==> config.mk <==
export PLATFORM = sky130hd
export DESIGN_NAME = sqrt_pipe
export DESIGN_NICKNAME = d
export VERILOG_FILES = /design/src/rtl/sqrt_pipe.sv
export SDC_FILE = /design/constraint.sdc
export NUM_CORES = 1
export LEC_CHECK = 0
export ABC_CLOCK_PERIOD_IN_PS = 2000
export CAP_MARGIN = 10
export CELL_PAD_IN_SITES_DETAIL_PLACEMENT = 0
export CELL_PAD_IN_SITES_GLOBAL_PLACEMENT = 1
export CORE_MARGIN = 2
export CORE_UTILIZATION = 35
export CTS_CLUSTER_SIZE = 25
export DETAILED_ROUTE_END_ITERATION = 7
export DONT_BUFFER_PORTS = 1
export PLACE_DENSITY = 0.71
export SKIP_CTS_REPAIR_TIMING = 1
export SLEW_MARGIN = 20
export SYNTH_ARGS = -nofsm -noshare
export SYNTH_HDL_FRONTEND = slang
export SYNTH_SLANG_ARGS = --single-unit
==> constraint.sdc <==
create_clock -name i_clk -period 2 [get_ports i_clk]
set_input_delay 0.4 -clock i_clk [delete_from_list [all_inputs] [get_ports i_clk]]
set_output_delay 0.4 -clock i_clk [all_outputs]
set_load 0.01 [all_outputs]
==> src/rtl/sqrt_pipe.sv <==
// -----------------------------------------------------------------------------
// sqrt_pipe -- fully pipelined unsigned integer square root.
//
// Computes floor(sqrt(X)) and the remainder X - root^2 for a W-bit operand,
// resolving one root bit per stage (R = W/2 stages, MSB bit pair first).
// A sideband tag travels with each operand. The whole pipeline advances as
// one unit under a single enable, so a stalled output freezes every stage.
//
// Parameters
//   W      operand width, even and >= 4 (root width R = W/2)
//   TAG_W  sideband tag width, >= 1
//
// Ports
//   i_clk        rising-edge clock
//   i_rst_n      asynchronous active-low reset
//   i_in_valid   operand present on i_x / i_in_tag
//   o_in_ready   operand accepted this cycle when also i_in_valid
//   i_x          unsigned radicand
//   i_in_tag     opaque tag returned with the result
//   o_out_valid  o_root / o_rem / o_out_tag valid
//   i_out_ready  downstream accepts the result this cycle
//   o_root       floor(sqrt(X)), R bits
//   o_rem        X - root^2, R+1 bits
//   o_out_tag    tag of this result
// -----------------------------------------------------------------------------
module sqrt_pipe #(
    parameter int W     = 16,
    parameter int TAG_W = 4
) (
    input  logic               i_clk,
    input  logic               i_rst_n,
    input  logic               i_in_valid,
    output logic               o_in_ready,
    input  logic [W-1:0]       i_x,
    input  logic [TAG_W-1:0]   i_in_tag,
    output logic               o_out_valid,
    input  logic               i_out_ready,
    output logic [W/2-1:0]     o_root,
    output logic [W/2:0]       o_rem,
    output logic [TAG_W-1:0]   o_out_tag
);

    localparam int R  = W / 2;     // number of stages / root width
    localparam int RW = R + 1;     // remainder width
    localparam int CW = R + 3;     // compare width for the trial subtraction

    // Stage registers. r_x only exists for stages 0..R-2: the last stage has
    // no operand bits left to pass on.
    logic [R-1:0]     r_v;
    logic [W-1:0]     r_x   [R-1];
    logic [R-1:0]     r_q   [R];
    logic [RW-1:0]    r_r   [R];
    logic [TAG_W-1:0] r_tag [R];

    // Per-stage combinational inputs and results.
    logic [R-1:0]     w_q_in  [R];
    logic [RW-1:0]    w_r_in  [R];
    logic [1:0]       w_pair  [R];
    logic [CW-1:0]    w_rp    [R];
    logic [CW-1:0]    w_t     [R];
    logic [R-1:0]     w_q_nxt [R];
    logic [RW-1:0]    w_r_nxt [R];
    logic [W-1:0]     w_x_nxt [R-1];
    logic             w_en;

    // A slot may advance whenever the output slot is empty or being consumed.
    assign w_en        = i_out_ready | ~r_v[R-1];
    assign o_in_ready  = w_en;
    assign o_out_valid = r_v[R-1];
    assign o_root      = r_q[R-1];
    assign o_rem       = r_r[R-1];
    assign o_out_tag   = r_tag[R-1];

    // NOTE: every element is assigned on every pass through this block
    // (stage 0 explicitly, the rest by the loops), so no latch is inferred.
    always_comb begin
        // Stage 0 starts from q = r = 0 and the top bit pair of the operand.
        w_q_in[0]  = '0;
        w_r_in[0]  = '0;
        w_pair[0]  = i_x[W-1:W-2];
        w_x_nxt[0] = {i_x[W-3:0], 2'b00};
        for (int s = 1; s < R; s++) begin
            w_q_in[s] = r_q[s-1];
            w_r_in[s] = r_r[s-1];
            w_pair[s] = r_x[s-1][W-1:W-2];
        end
        // Remaining operand bits are kept left-aligned so the next pair is
        // always the top two bits.
        for (int s = 1; s < R - 1; s++) begin
            w_x_nxt[s] = {r_x[s-1][W-3:0], 2'b00};
        end
        for (int s = 0; s < R; s++) begin
            w_rp[s] = {w_r_in[s], w_pair[s]};
            w_t[s]  = {1'b0, w_q_in[s], 2'b01};
            // Compare at full width, truncate only afterwards: the result
            // is bounded by 2q and always fits in RW bits.
            if (w_rp[s] >= w_t[s]) begin
                w_r_nxt[s] = RW'(w_rp[s] - w_t[s]);
                w_q_nxt[s] = {w_q_in[s][R-2:0], 1'b1};
            end else begin
                w_r_nxt[s] = w_rp[s][RW-1:0];
                w_q_nxt[s] = {w_q_in[s][R-2:0], 1'b0};
            end
        end
    end

    // NOTE: the data registers are reset along with the valid bits because
    // the outputs must read zero after reset, not just be flagged invalid.
    always_ff @(posedge i_clk or negedge i_rst_n) begin
        if (!i_rst_n) begin
            r_v <= '0;
            for (int s = 0; s < R - 1; s++) r_x[s] <= '0;
            for (int s = 0; s < R; s++) begin
                r_q[s]   <= '0;
                r_r[s]   <= '0;
                r_tag[s] <= '0;
            end
        end else if (w_en) begin
            // NOTE: non-blocking assignments let every stage sample its
            // predecessor's old value, which is what makes this a shift.
            r_v      <= {r_v[R-2:0], i_in_valid};
            r_tag[0] <= i_in_tag;
            for (int s = 1; s < R; s++) r_tag[s] <= r_tag[s-1];
            for (int s = 0; s < R - 1; s++) r_x[s] <= w_x_nxt[s];
            for (int s = 0; s < R; s++) begin
                r_q[s] <= w_q_nxt[s];
                r_r[s] <= w_r_nxt[s];
            end
        end
    end

endmodule
==> impl_results.md <==
- Drc violations: 0
- Proportion of layout cells with a drive suffix above 1: 20.1%
- H-tree levels: 4
- Commonest cells after routing, fill and taps aside: 324 x nand2_1, 198 x dfrtp_1, 104 x buf_4
- CP Max Fanout: 4
- CTS tree: done
- WHS: -323 ps
- Post-synth top flop: dfrtp_1
- CP Capture Type: register
- Total gr overflow: 0
- Vias in the first global route: 7110
- Worst-skew pair later-pin latency: 440 ps
- Worst VDD drop: around 0.77 mV
- Fraction of registers with async set/reset: between 90% and 100%
- Post-route ant nets: 0
- Crit Path Class: reg2reg
- Synth Area in Simple Gates: 21.1%
- Fin nets: 1246
- Post-Syn Instances: 1116
- RSZ-0062 raised after global routing: true
- Status: finished, violations left
- CTS sink cnt: 198
- Root Driver: clkbuf_16
- DR vias/cell: ~4.7
- Global-route usage over all layers: 14.7%
- Final setup vio count: 2
- Leakage power: 5.68 nW
- HPWL after detailed placement: 14000 um
- CTS Buf Count: 17
- Core Area: 27600 um^2
- PwrDens: 1930 nW/um^2
- Synth Area in XOR/XNOR: 2.59%
- Worst Hold Class: in2async
- Post-route setup slack: -51.7 ps
- Startpoint Class: register
- Synth Area in Adders: under 10%
- Antenna violations before repair: 0
- Longest Clk Path Bufs: 2
- Ys Warns: 0
- Commonest non-fill, non-tap cell in the layout: nand2_1
- Register bit total from synthesis: 198
- Final slew viol count: 0
- Yosys cell types: 58
- Worst-Margin Slew: between 500 and 600 ps
- Critical Path RT: 2370 ps
- Post-Syn Area: 9790 um^2
- Die height: 171 um
- Post-synth EDFFs: 0
- Die X: 171 um
- Largest net degree at the start of global routing: 199
- Net Count, Synth: 1183
- Synth Area in Compound Gates: 12.2%
- RD Place Congestion: 0.799
- Ports: between 40 and 50
- FMAX: 0.487 GHz
- Vias: 7422
- DIE AREA: 29300 um^2
- WP data arrival: 2420 ps
- Maximum cell stage delay along the critical path: 550 ps
- Final Util: 43.6%
- Post-synthesis mux area share: 2.08%
- Starting Density: 35.4%
- First-pass GRT wire length: 34900 um
- # Max-Cap Violations: 0
- CP cell instances: or4_4 -> a41oi_2 -> and4b_4 -> buf_4 -> mux2_4 -> a21oi_2
- Largest family of logic cells by synthesized area: simple AND/OR/NAND/NOR gates
- Slowest-stage cell, CP: or4_4
- Total power: 0.0232 W
- Avg Inst Size Synth: 8.77 um^2
- First drt pass iteration count: 4
- Relative slew slack: 62.7%
- Filler instances: 2758
- Rows: 61
- Clock Skews: 8.74 ps
- Area Growth Syn to Fin: 22.9%
- Routed wire per std cell: ~14 um
- Port bufs: 0
- DRT iter0 DRCs: 454
- Final Cycle Share: 103%
- Reg clk slew, reported paths: 70 ps
- Final Critical Period: 2050 ps
- Sequential area share after synthesis: approximately 51%
- Failing checks: negative hold slack, negative setup slack
- Diode count: 0
- Drt total wl: 21300 um
- Hold Vio Cnt, Final: 198
==> layout make-up <==
cell class / instances / area [um^2] / share of cell area, %
Clock buffer: 19 / 433 / 3.60
Clock inverter: 13 / 219 / 1.82
Inverter: 57 / 219 / 1.82
Multi-Input combinational cell: 789 / 4770 / 39.6
Sequential cell: 198 / 4950 / 41.2
Tap cell: 378 / 473 / 3.93
Timing Repair Buffer: 116 / 968 / 8.05
==> metrics by stage <==
| stage | setup TNS, ps | hold slack (ps) | cell area (um^2) | instances | setup WS (ps) |
|---|---|---|---|---|---|
| finish | -92.5 | -323 | 12000 | 1570 | -51.7 |
| detailed placement | -974 | 130 | 10700 | 1521 | -134 |
| global route | -727 | -354 | 12000 | 1570 | -144 |
| floorplan | 0 | 104 | 9810 | 1116 | 12.0 |
| CTS | -1260 | -340 | 11400 | 1553 | -133 |
| global placement | -430 | 130 | 10700 | 1521 | -103 |
==> routing by layer <==
metal | track usage (%) | share of wire (%) | vias to the layer above
met5 | 0 | 0 | -
met4 | 3.68 | 0.96 | 0
met3 | 2.67 | 2.0 | 17
met2 | 24.5 | 48 | 68
met1 | 19.9 | 49 | 3560
li1 | - | - | 3777
==> power by group <==
part | internal (W) | switching [W] | leakage, nW
registers | 0.00587 | 0.00130 | 2.35
logic | 0.00612 | 0.00609 | 3.02
clock network | 0.00224 | 0.00158 | 0.307
total | 0.0142 | 0.00898 | 5.68
==> kinds of logic (layout without fill, tap and decap cells) <==
family                     Yosys count  in the layout
AOI/OAI and AO/OA                  204            204
xor gates and xnor gates            29             29
adders and majority gates           43             43
buffers and inverters              129            205
DFF                                198            198
muxes                               20             20
and+or+nand+nor                    493            493
==> cells in the mapped netlist, types with 7 or more instances <==
cell	number	share of area, %
dfrtp_1	198	51
nand3_1	7	0.36
o21ai_0	76	3.9
nor2b_1	14	0.89
a21o_1	7	0.54
buf_4	22	1.7
xor2_1	11	0.98
nand2b_1	8	0.51
ha_1	43	5.5
inv_1	56	2.1
a21oi_1	72	3.7
nor3_1	12	0.61
o21a_1	11	0.84
xnor2_1	18	1.6
nor2_1	90	3.5
clkbuf_1	44	1.7
mux2i_1	17	1.7
nand2_1	324	12
==> path summary, 6_finish.rpt <==
kind / startpoint / endpoint / slack, ps / depth (start not counted)
min in group i_clk: i_x[2] / r_x[100]$_DFFE_PN0P_ / 70 / 2
setup / recovery: r_r[53]$_DFFE_PN0P_ / r_r[37]$_DFFE_PN0P_ / -50 / 6
max in group asynchronous: i_rst_n / r_x[111]$_DFFE_PN0P_ / 1970 / 0
setup reg to reg: r_r[53]$_DFFE_PN0P_ / r_r[37]$_DFFE_PN0P_ / -50 / 6
hold / removal: i_rst_n / r_q[20]$_DFFE_PN0P_ / -320 / 0
hold reg to reg: r_tag[30]$_DFFE_PN0P_ / r_tag[30]$_DFFE_PN0P_ / 470 / 2
==> worst max-delay path, delay by kind of cell (launching register included) <==
kind                   cells  cell delay, ps
AO/OA/AOI/OAI              2             320
multiplexers               1             290
AND/OR/NAND/NOR            2             860
flip-flops                 1             380
buffers and inverters      1             130
==> state kept, by name, summed over array words and instances (netlist names) <==
signal	count
r_r	57
r_x	56
r_q	28
r_tag	28
o_rem	9
o_root	8
r_v	8
o_out_tag	4
Power figures use the tool's default switching activity.
